==> src/rtl/rv32i_pkg.sv <==
// Shared RV32I encodings: ALU ops, opcodes, operand/result/immediate selects.
// Latency: n/a (types, constants and one pure function only).
// Backpressure: n/a.
package rv32i_pkg;

  typedef enum logic [3:0] {
    ALU_ADD  = 4'b0000,
    ALU_SUB  = 4'b0001,
    ALU_AND  = 4'b0010,
    ALU_OR   = 4'b0011,
    ALU_XOR  = 4'b0100,
    ALU_SLL  = 4'b0101,
    ALU_SRL  = 4'b0110,
    ALU_SRA  = 4'b0111,
    ALU_SLT  = 4'b1000,
    ALU_SLTU = 4'b1001
  } alu_op_e;

  // Which family of ALU decode the current control state needs.
  typedef enum logic [1:0] {
    CLS_ADD    = 2'b00,
    CLS_EXEC   = 2'b01,
    CLS_BRANCH = 2'b10
  } alu_class_e;

  localparam logic [6:0] OP_LOAD   = 7'b0000011;
  localparam logic [6:0] OP_STORE  = 7'b0100011;
  localparam logic [6:0] OP_RTYPE  = 7'b0110011;
  localparam logic [6:0] OP_ITYPE  = 7'b0010011;
  localparam logic [6:0] OP_BRANCH = 7'b1100011;
  localparam logic [6:0] OP_JAL    = 7'b1101111;
  localparam logic [6:0] OP_JALR   = 7'b1100111;
  localparam logic [6:0] OP_LUI    = 7'b0110111;
  localparam logic [6:0] OP_AUIPC  = 7'b0010111;

  localparam logic [2:0] IMM_I = 3'b000;
  localparam logic [2:0] IMM_S = 3'b001;
  localparam logic [2:0] IMM_B = 3'b010;
  localparam logic [2:0] IMM_J = 3'b011;
  localparam logic [2:0] IMM_U = 3'b100;

  localparam logic [1:0] RES_ALUOUT = 2'b00;
  localparam logic [1:0] RES_RDATA  = 2'b01;
  localparam logic [1:0] RES_ALU    = 2'b10;

  localparam logic [1:0] SRCA_PC    = 2'b00;
  localparam logic [1:0] SRCA_OLDPC = 2'b01;
  localparam logic [1:0] SRCA_RS1   = 2'b10;
  localparam logic [1:0] SRCA_ZERO  = 2'b11;

  localparam logic [1:0] SRCB_RS2  = 2'b00;
  localparam logic [1:0] SRCB_IMM  = 2'b01;
  localparam logic [1:0] SRCB_FOUR = 2'b10;

  // Immediate format implied by the opcode; unknown opcodes fall back to I.
  function automatic logic [2:0] imm_src_of(input logic [6:0] op);
    case (op)
      OP_STORE:          return IMM_S;
      OP_BRANCH:         return IMM_B;
      OP_JAL:            return IMM_J;
      OP_LUI, OP_AUIPC:  return IMM_U;
      default:           return IMM_I;
    endcase
  endfunction

endpackage

==> src/rtl/rv32i_mc_control_if.sv <==
// Control <-> datapath/memory bundle: IR fields and ALU flags in, selects and enables out.
// Latency: n/a (wiring only). Optional port illegal_instr exists under RV32I_ILLEGAL_TRAP_EN.
// Backpressure: memory stalls the controller through mem_ready.
interface rv32i_mc_control_if;
  logic [6:0] op;
  logic [2:0] funct3;
  logic       funct7b5;
  logic       zero;
  logic       last_bit;
  logic       mem_ready;
  logic       pc_write;
  logic       ir_write;
  logic       reg_write;
  logic       mem_read;
  logic       mem_write;
  logic       adr_src;
  logic [1:0] result_src;
  logic [1:0] alu_src_a;
  logic [1:0] alu_src_b;
  logic [2:0] imm_src;
  logic [3:0] alu_control;
  logic       instr_done;
`ifdef RV32I_ILLEGAL_TRAP_EN
  logic       illegal_instr;
`endif

  modport master (
    input  op, funct3, funct7b5, zero, last_bit, mem_ready,
    output pc_write, ir_write, reg_write, mem_read, mem_write, adr_src,
           result_src, alu_src_a, alu_src_b, imm_src, alu_control, instr_done
`ifdef RV32I_ILLEGAL_TRAP_EN
           , illegal_instr
`endif
  );

  modport slave (
    output op, funct3, funct7b5, zero, last_bit, mem_ready,
    input  pc_write, ir_write, reg_write, mem_read, mem_write, adr_src,
           result_src, alu_src_a, alu_src_b, imm_src, alu_control, instr_done
`ifdef RV32I_ILLEGAL_TRAP_EN
           , illegal_instr
`endif
  );
endinterface

==> src/rtl/rv32i_alu_decoder.sv <==
// Maps (op, funct3, funct7b5, state class) to the ALU operation.
// Latency: purely combinational.
// Backpressure: none.
module rv32i_alu_decoder
  import rv32i_pkg::*;
(
  input  logic [6:0] op,
  input  logic [2:0] funct3,
  input  logic       funct7b5,
  input  alu_class_e alu_class,
  output alu_op_e    alu_control
);

  logic is_rtype;
  assign is_rtype = (op == OP_RTYPE);

  // funct7b5 only selects SUB for register-register ops; immediates carry imm bits there.
  always_comb begin
    alu_control = ALU_ADD;
    case (alu_class)
      CLS_EXEC: begin
        case (funct3)
          3'b000: alu_control = (is_rtype && funct7b5) ? ALU_SUB : ALU_ADD;
          3'b001: alu_control = ALU_SLL;
          3'b010: alu_control = ALU_SLT;
          3'b011: alu_control = ALU_SLTU;
          3'b100: alu_control = ALU_XOR;
          3'b101: alu_control = funct7b5 ? ALU_SRA : ALU_SRL;
          3'b110: alu_control = ALU_OR;
          3'b111: alu_control = ALU_AND;
        endcase
      end
      CLS_BRANCH: begin
        case (funct3)
          3'b000, 3'b001: alu_control = ALU_SUB;
          3'b100, 3'b101: alu_control = ALU_SLT;
          3'b110, 3'b111: alu_control = ALU_SLTU;
          default:        alu_control = ALU_ADD;
        endcase
      end
      default: alu_control = ALU_ADD;
    endcase
  end

endmodule

==> src/rtl/rv32i_mc_control.sv <==
// Multi-cycle RV32I control FSM; optional illegal-opcode trap under RV32I_ILLEGAL_TRAP_EN.
// Latency: branch 3, ALU/store/JAL/LUI/AUIPC 4, load/JALR 5 cycles, plus memory stalls.
// Backpressure: FETCH, MEMREAD and MEMWRITE hold until mem_ready; reset drops enables at once.
module rv32i_mc_control
  import rv32i_pkg::*;
#(
  // Encoding of the reset state; S_FETCH is encoded as 0.
  parameter logic [3:0] RESET_STATE = 4'd0
) (
  input logic               clk,
  input logic               rst,
  rv32i_mc_control_if.master bus
);

  typedef enum logic [3:0] {
    S_FETCH = 4'd0, S_DECODE, S_MEMADR, S_MEMREAD, S_MEMWB, S_MEMWRITE,
    S_EXECR, S_EXECI, S_ALUWB, S_BRANCH, S_JAL, S_JALR, S_JALR2,
    S_LUI, S_AUIPC, S_TRAP
  } state_e;

  state_e     state, state_n;
  alu_class_e alu_class;
  alu_op_e    alu_op;
  logic       taken;

  rv32i_alu_decoder u_alu_dec (
    .op          (bus.op),
    .funct3      (bus.funct3),
    .funct7b5    (bus.funct7b5),
    .alu_class   (alu_class),
    .alu_control (alu_op)
  );

  // State register; an instruction interrupted by reset is simply abandoned.
  always_ff @(posedge clk) begin
    if (rst) state <= state_e'(RESET_STATE);
    else     state <= state_n;
  end

  // Next state and control outputs: defaults first, each state overrides what differs.
  always_comb begin
    state_n        = state;
    alu_class      = CLS_ADD;
    taken          = 1'b0;
    bus.pc_write   = 1'b0;
    bus.ir_write   = 1'b0;
    bus.reg_write  = 1'b0;
    bus.mem_read   = 1'b0;
    bus.mem_write  = 1'b0;
    bus.adr_src    = 1'b0;
    bus.result_src = RES_ALUOUT;
    bus.alu_src_a  = SRCA_PC;
    bus.alu_src_b  = SRCB_RS2;
    bus.instr_done = 1'b0;
    case (state)
      S_FETCH: begin
        bus.mem_read   = 1'b1;
        bus.alu_src_b  = SRCB_FOUR;
        bus.result_src = RES_ALU;
        if (bus.mem_ready) begin
          bus.ir_write = 1'b1;
          bus.pc_write = 1'b1;
          state_n      = S_DECODE;
        end
      end
      S_DECODE: begin
        // Precompute the branch/JAL target into ALUOut while decoding.
        bus.alu_src_a = SRCA_OLDPC;
        bus.alu_src_b = SRCB_IMM;
        case (bus.op)
          OP_LOAD, OP_STORE: state_n = S_MEMADR;
          OP_RTYPE:          state_n = S_EXECR;
          OP_ITYPE:          state_n = S_EXECI;
          OP_BRANCH:         state_n = S_BRANCH;
          OP_JAL:            state_n = S_JAL;
          OP_JALR:           state_n = S_JALR;
          OP_LUI:            state_n = S_LUI;
          OP_AUIPC:          state_n = S_AUIPC;
          default: begin
`ifdef RV32I_ILLEGAL_TRAP_EN
            state_n = S_TRAP;
`else
            bus.instr_done = 1'b1;
            state_n        = S_FETCH;
`endif
          end
        endcase
      end
      S_MEMADR: begin
        bus.alu_src_a = SRCA_RS1;
        bus.alu_src_b = SRCB_IMM;
        state_n       = (bus.op == OP_STORE) ? S_MEMWRITE : S_MEMREAD;
      end
      S_MEMREAD: begin
        bus.adr_src  = 1'b1;
        bus.mem_read = 1'b1;
        if (bus.mem_ready) state_n = S_MEMWB;
      end
      S_MEMWB: begin
        bus.result_src = RES_RDATA;
        bus.reg_write  = 1'b1;
        bus.instr_done = 1'b1;
        state_n        = S_FETCH;
      end
      S_MEMWRITE: begin
        bus.adr_src   = 1'b1;
        bus.mem_write = 1'b1;
        if (bus.mem_ready) begin
          bus.instr_done = 1'b1;
          state_n        = S_FETCH;
        end
      end
      S_EXECR, S_EXECI: begin
        alu_class     = CLS_EXEC;
        bus.alu_src_a = SRCA_RS1;
        bus.alu_src_b = (state == S_EXECI) ? SRCB_IMM : SRCB_RS2;
        state_n       = S_ALUWB;
      end
      S_ALUWB: begin
        bus.reg_write  = 1'b1;
        bus.instr_done = 1'b1;
        state_n        = S_FETCH;
      end
      S_BRANCH: begin
        alu_class      = CLS_BRANCH;
        bus.alu_src_a  = SRCA_RS1;
        bus.instr_done = 1'b1;
        case (bus.funct3)
          3'b000:         taken = bus.zero;
          3'b001:         taken = ~bus.zero;
          3'b100, 3'b110: taken = bus.last_bit;
          3'b101, 3'b111: taken = ~bus.last_bit;
          default:        taken = 1'b0;
        endcase
        bus.pc_write = taken;
        state_n      = S_FETCH;
      end
      S_JAL, S_JALR2: begin
        // PC takes the target held in ALUOut while the ALU forms the link address.
        bus.pc_write  = 1'b1;
        bus.alu_src_a = SRCA_OLDPC;
        bus.alu_src_b = SRCB_FOUR;
        state_n       = S_ALUWB;
      end
      S_JALR: begin
        bus.alu_src_a = SRCA_RS1;
        bus.alu_src_b = SRCB_IMM;
        state_n       = S_JALR2;
      end
      S_LUI: begin
        bus.alu_src_a = SRCA_ZERO;
        bus.alu_src_b = SRCB_IMM;
        state_n       = S_ALUWB;
      end
      S_AUIPC: begin
        bus.alu_src_a = SRCA_OLDPC;
        bus.alu_src_b = SRCB_IMM;
        state_n       = S_ALUWB;
      end
`ifdef RV32I_ILLEGAL_TRAP_EN
      S_TRAP: state_n = S_TRAP;
`endif
      default: state_n = S_FETCH;
    endcase
    // Reset kills every enable in the same cycle so an in-flight write never lands.
    if (rst) begin
      bus.pc_write   = 1'b0;
      bus.ir_write   = 1'b0;
      bus.reg_write  = 1'b0;
      bus.mem_read   = 1'b0;
      bus.mem_write  = 1'b0;
      bus.instr_done = 1'b0;
    end
  end

  assign bus.alu_control = alu_op;
  assign bus.imm_src     = imm_src_of(bus.op);
`ifdef RV32I_ILLEGAL_TRAP_EN
  assign bus.illegal_instr = (state == S_TRAP);
`endif

endmodule

==> src/flat_wrapper.sv <==
// flat-port wrapper written by rule: the top's interface ports become plain ports
module rv32i_mc_control_flat import rv32i_pkg::*;
#(
                                                          
  parameter logic [3:0] RESET_STATE = 4'd0
)
  (clk, rst, bus_op, bus_funct3, bus_funct7b5, bus_zero, bus_last_bit, bus_mem_ready, bus_pc_write, bus_ir_write, bus_reg_write, bus_mem_read, bus_mem_write, bus_adr_src, bus_result_src, bus_alu_src_a, bus_alu_src_b, bus_imm_src, bus_alu_control, bus_instr_done);
  rv32i_mc_control_if bus_i ();
  input logic clk;
  input logic rst;
  input wire logic [$bits(bus_i.op)-1:0] bus_op;
  input wire logic [$bits(bus_i.funct3)-1:0] bus_funct3;
  input wire logic [$bits(bus_i.funct7b5)-1:0] bus_funct7b5;
  input wire logic [$bits(bus_i.zero)-1:0] bus_zero;
  input wire logic [$bits(bus_i.last_bit)-1:0] bus_last_bit;
  input wire logic [$bits(bus_i.mem_ready)-1:0] bus_mem_ready;
  output wire logic [$bits(bus_i.pc_write)-1:0] bus_pc_write;
  output wire logic [$bits(bus_i.ir_write)-1:0] bus_ir_write;
  output wire logic [$bits(bus_i.reg_write)-1:0] bus_reg_write;
  output wire logic [$bits(bus_i.mem_read)-1:0] bus_mem_read;
  output wire logic [$bits(bus_i.mem_write)-1:0] bus_mem_write;
  output wire logic [$bits(bus_i.adr_src)-1:0] bus_adr_src;
  output wire logic [$bits(bus_i.result_src)-1:0] bus_result_src;
  output wire logic [$bits(bus_i.alu_src_a)-1:0] bus_alu_src_a;
  output wire logic [$bits(bus_i.alu_src_b)-1:0] bus_alu_src_b;
  output wire logic [$bits(bus_i.imm_src)-1:0] bus_imm_src;
  output wire logic [$bits(bus_i.alu_control)-1:0] bus_alu_control;
  output wire logic [$bits(bus_i.instr_done)-1:0] bus_instr_done;
  assign bus_i.op = bus_op;
  assign bus_i.funct3 = bus_funct3;
  assign bus_i.funct7b5 = bus_funct7b5;
  assign bus_i.zero = bus_zero;
  assign bus_i.last_bit = bus_last_bit;
  assign bus_i.mem_ready = bus_mem_ready;
  assign bus_pc_write = bus_i.pc_write;
  assign bus_ir_write = bus_i.ir_write;
  assign bus_reg_write = bus_i.reg_write;
  assign bus_mem_read = bus_i.mem_read;
  assign bus_mem_write = bus_i.mem_write;
  assign bus_adr_src = bus_i.adr_src;
  assign bus_result_src = bus_i.result_src;
  assign bus_alu_src_a = bus_i.alu_src_a;
  assign bus_alu_src_b = bus_i.alu_src_b;
  assign bus_imm_src = bus_i.imm_src;
  assign bus_alu_control = bus_i.alu_control;
  assign bus_instr_done = bus_i.instr_done;
  rv32i_mc_control #(.RESET_STATE(RESET_STATE)) u_core (.clk(clk), .rst(rst), .bus(bus_i));
endmodule
==> config.mk <==
export PLATFORM = sky130hd
export DESIGN_NAME = rv32i_mc_control_flat
export DESIGN_NICKNAME = d
export VERILOG_FILES = /design/src/rtl/rv32i_pkg.sv /design/src/rtl/rv32i_mc_control_if.sv /design/src/rtl/rv32i_alu_decoder.sv /design/src/rtl/rv32i_mc_control.sv /design/src/flat_wrapper.sv
export SDC_FILE = /design/constraint.sdc
export NUM_CORES = 1
export LEC_CHECK = 0
export CORE_ASPECT_RATIO = 0.9
export CORE_MARGIN = 3
export CORE_UTILIZATION = 38
export DETAILED_ROUTE_END_ITERATION = 7
export GPL_TIMING_DRIVEN = 1
export PLACE_DENSITY = 0.76
export SLEW_MARGIN = 20
export SYNTH_ARGS = -nofsm -noshare
export SYNTH_HDL_FRONTEND = slang
export SYNTH_SLANG_ARGS = --single-unit
export TNS_END_PERCENT = 100
==> constraint.sdc <==
create_clock -name clk -period 1.9 [get_ports clk]
set_input_delay 0.19 -clock clk [delete_from_list [all_inputs] [get_ports clk]]
set_output_delay 0.19 -clock clk [all_outputs]
set_load 0.1 [all_outputs]
==> impl_metrics.json <==
{
  "synth_flop_cell": "dfxtp_1",
  "violations": "negative setup slack",
  "synthToLayoutAreaGrowth_pct": 124,
  "place.port_buffers": 35,
  "slew_headroom_pct": 72.3,
  "largest_register": "u_core.state",
  "synthArstFlopShare_pct": 0,
  "power.density_nw_per_um2": 333,
  "drive_gt1_share_pct": 50.0,
  "drt_iter0_markers": 156,
  "place_hpwl_um": 2630,
  "num_antenna_cells": 0,
  "worst_pin_slew_ns": 0.415,
  "finClkSkew_ns": 0.0127,
  "dieHeight_um": 50.9,
  "r2r_end": "u_core.state[0]",
  "cp-endpoint": "bus_alu_control[3]",
  "hp-class": "input port to flop",
  "setup_tns_ns": -0.326,
  "fmax_ghz": 0.498,
  "netlist_area_um2": 852,
  "netlist_top_cells_area": "dfxtp_1 (9.4%), nor2_1 (7.0%), a21oi_1 (5.9%)",
  "power_frac_comb_pct": 68.8,
  "internal_power_mw": 0.321,
  "worst_slack_ns": -0.106,
  "syn_avg_cell_area_um2": 6.22,
  "seq_power_share_pct": 13.6,
  "setup_violations": 5,
  "path_max_fanout": 5,
  "vias": 1476,
  "hold_viol": 0,
  "synth_top_cell_area_share_pct": 9.40,
  "synth_top_area_cell": "dfxtp_1",
  "cp.required_ns": 1.71,
  "grt_pass1_vias": 1166,
  "r2r_slack_ns": 0.10,
  "worstRegToRegCells": 5,
  "crit_start": "u_core.state[3]",
  "rr_startpoint": "u_core.state[2]",
  "die_x_um": 55.9,
  "clock_sinks": 4,
  "syn-num-nets": 155,
  "synth-edff-count": 0,
  "min_period_over_period_pct": 106,
  "cp-end-kind": "primary output",
  "synth_seq_area_share_pct": 9.40,
  "gr-usage-all-layers_pct": 23.9,
  "gp_congestion": 0.833,
  "cap_violations": 0,
  "p_sw_mw": 0.314,
  "whs_ns": 0.604,
  "placeableCoreArea_um2": 2030,
  "rsz0062_at_grt": "yes",
  "largest_registers": "u_core.state: 4 flops",
  "ant_nets": 0,
  "grt-ovfl-total": 0,
  "grt_first_pass_wirelength_um": 5380,
  "ys_warn_count": 0,
  "cts_buffers": 3,
  "cts.reportedPaths.clkPinSlew_ns": 0.05,
  "clock_latency_ns": 0.24,
  "ir_drop_uv": 357,
  "rows": 15,
  "wire_per_inst_um": 22.0,
  "drv_slew": 0,
  "grt_max_degree": 18,
  "path_class": "flop to primary output",
  "cts_tree": "yes",
  "initial_utilization_pct": 42.0,
  "drt-vias-per-instance": 6.80,
  "dr.pass1.iters": 6,
  "syn_inst": 137,
  "synth.distinct_cells": 45,
  "ys_ff_latch": 4,
  "run_status": "finished with violations",
  "root_buffer": "clkbuf_4",
  "min_from": "bus_op[6]",
  "min_period_ns": 2.01,
  "routed_wl_um": 4760,
  "startpoint_type": "flop",
  "drc_errors": 0,
  "die-area_um2": 2850,
  "total_leakage_power_nw": 0.768,
  "largest_register_ffs": 4,
  "cp.arrival_ns": 1.82,
  "io_pins": 36,
  "antenna_found_initial": 0,
  "holdBufCountCts": 0,
  "cts_buffer_depth": 2,
  "clock_power_share_pct": 17.6,
  "nNetsFinal": 212,
  "switching_share_pct": 49.4,
  "cts.htree.levels": 1,
  "fill_cells": 63
}
-- worst min-delay path by stage --
| stage | end | slack (ns) | cells after the start |
|---|---|---|---|
| 2_1_floorplan | u_core.state[0] | 0.37 | 2 |
| 4_1_cts | u_core.state[1] | 0.65 | 3 |
| 6_report | u_core.state[0] | 0.60 | 5 |
| 3_5_place_dp | u_core.state[1] | 0.65 | 3 |
| 3_3_place_gp | u_core.state[1] | 0.64 | 3 |
| 5_1_grt | u_core.state[0] | 0.65 | 5 |
-- power by group through the flow --
| stage | combinational, mW | clock [mW] | sequential [mW] |
|---|---|---|---|
| global route | 0.449 | 0.121 | 0.0862 |
| CTS | 0.404 | 0.106 | 0.0885 |
| global placement | 0.392 | 0 | 0.0904 |
| finish | 0.437 | 0.112 | 0.0863 |
| floorplan | 0.250 | 0 | 0.0921 |
| detailed placement | 0.401 | 0 | 0.0909 |
-- cell type report --
class	instances	area [um2]	share of cell area [%]
multi-input cells	112	915	48.0
repair buffers	65	816	42.8
flip-flops and latches	4	92.6	4.86
well taps	25	31.3	1.64
inverters	8	30.0	1.57
clock buffers	3	22.5	1.18
-- per-layer routing --
layer  share of wire, %  vias to the layer above  global-route usage [%]  routed length, um
li1                   -                      606                       -                  -
met2                 46                      154                    44.5               2200
met3                 11                       56                    1.77                547
met5                  0                        -                       0                  0
met4                7.8                        0                    10.7                373
met1                 34                      660                    28.1               1640
-- placed cells by master, fill, tap and decap left out, types with 2 or more instances in the layout --
cell             netlist  routed
nor2_4                 0       3
o211ai_1               4       4
clkbuf_4               0       3
nor2_1                16       8
or4_1                  2       2
nor4_1                 3       2
o21ai_2                0       2
inv_1                  8       6
xor2_1                 5       5
inv_2                  0       2
nand2_1                9       8
buf_12                 0      21
nor2b_4                0       3
o21ai_0                7       5
nand3b_1               3       3
dfxtp_4                0       3
nand2b_1               6       5
clkdlybuf4s50_1        0      14
a21oi_1               10       8
nor3_4                 0       4
and3_1                 2       2
nor3_1                 7       3
nor2_2                 0       5
nand3_1                4       3
a21oi_2                0       2
buf_4                  0      27
a211oi_1               3       2
-- worst max-delay path, cell delays in order (launching register included) --
cell     delay, ns
dfxtp_4       0.37
nor2b_4       0.17
nand2_2       0.09
buf_4         0.15
ha_2          0.18
nand2_1       0.08
nor2_1        0.05
a21oi_1       0.25
nor2_4        0.06
buf_12        0.17
-- cell families after synthesis --
| logic type | count (synthesis) | share of synthesized area [%] |
|---|---|---|
| fa+ha+maj | 2 | 2.94 |
| simple gates | 66 | 41.9 |
| xor+xnor | 6 | 6.17 |
| flops | 4 | 9.40 |
| buf+inv | 21 | 10.4 |
| compound gates | 38 | 29.2 |
-- Yosys cell counts, types with 2 or more instances --
master and count:
nand2_1 9, nand3b_1 3, buf_2 2, clkbuf_1 8
xor2_1 5, nor2_1 16, nor2b_1 5, inv_1 8
o211ai_1 4, dfxtp_1 4, nor4_1 3, o21ai_0 7
nor3_1 7, and3_1 2, ha_1 2, nand2b_1 6
a211oi_1 3, or2_2 2, a21oi_1 10, buf_1 2
or4_1 2, nand3_1 4
-- stage by stage --
stage	utilization [%]	worst slack (ns)	instances	cell area (um2)	power, mW
2_1_floorplan	-	-0.313	137	1050	0.342
3_3_place_gp	84.1	0.102	203	1710	0.482
3_5_place_dp	84.1	0.0501	203	1710	0.492
4_1_cts	86.1	-0.0761	206	1750	0.598
5_1_grt	94.1	-0.127	217	1910	0.657
6_report	94.1	-0.106	217	1910	0.635
-- what timing repair did --
item | in CTS | in global routing
resized for setup | 8 | 16
buffers inserted | 0 | 10
hold endpoints to repair | 0 | 0
pin swaps | 3 | 3
gates cloned | 0 | 1
setup endpoints to repair | 5 | 6
(Power assumes the default switching activity.)
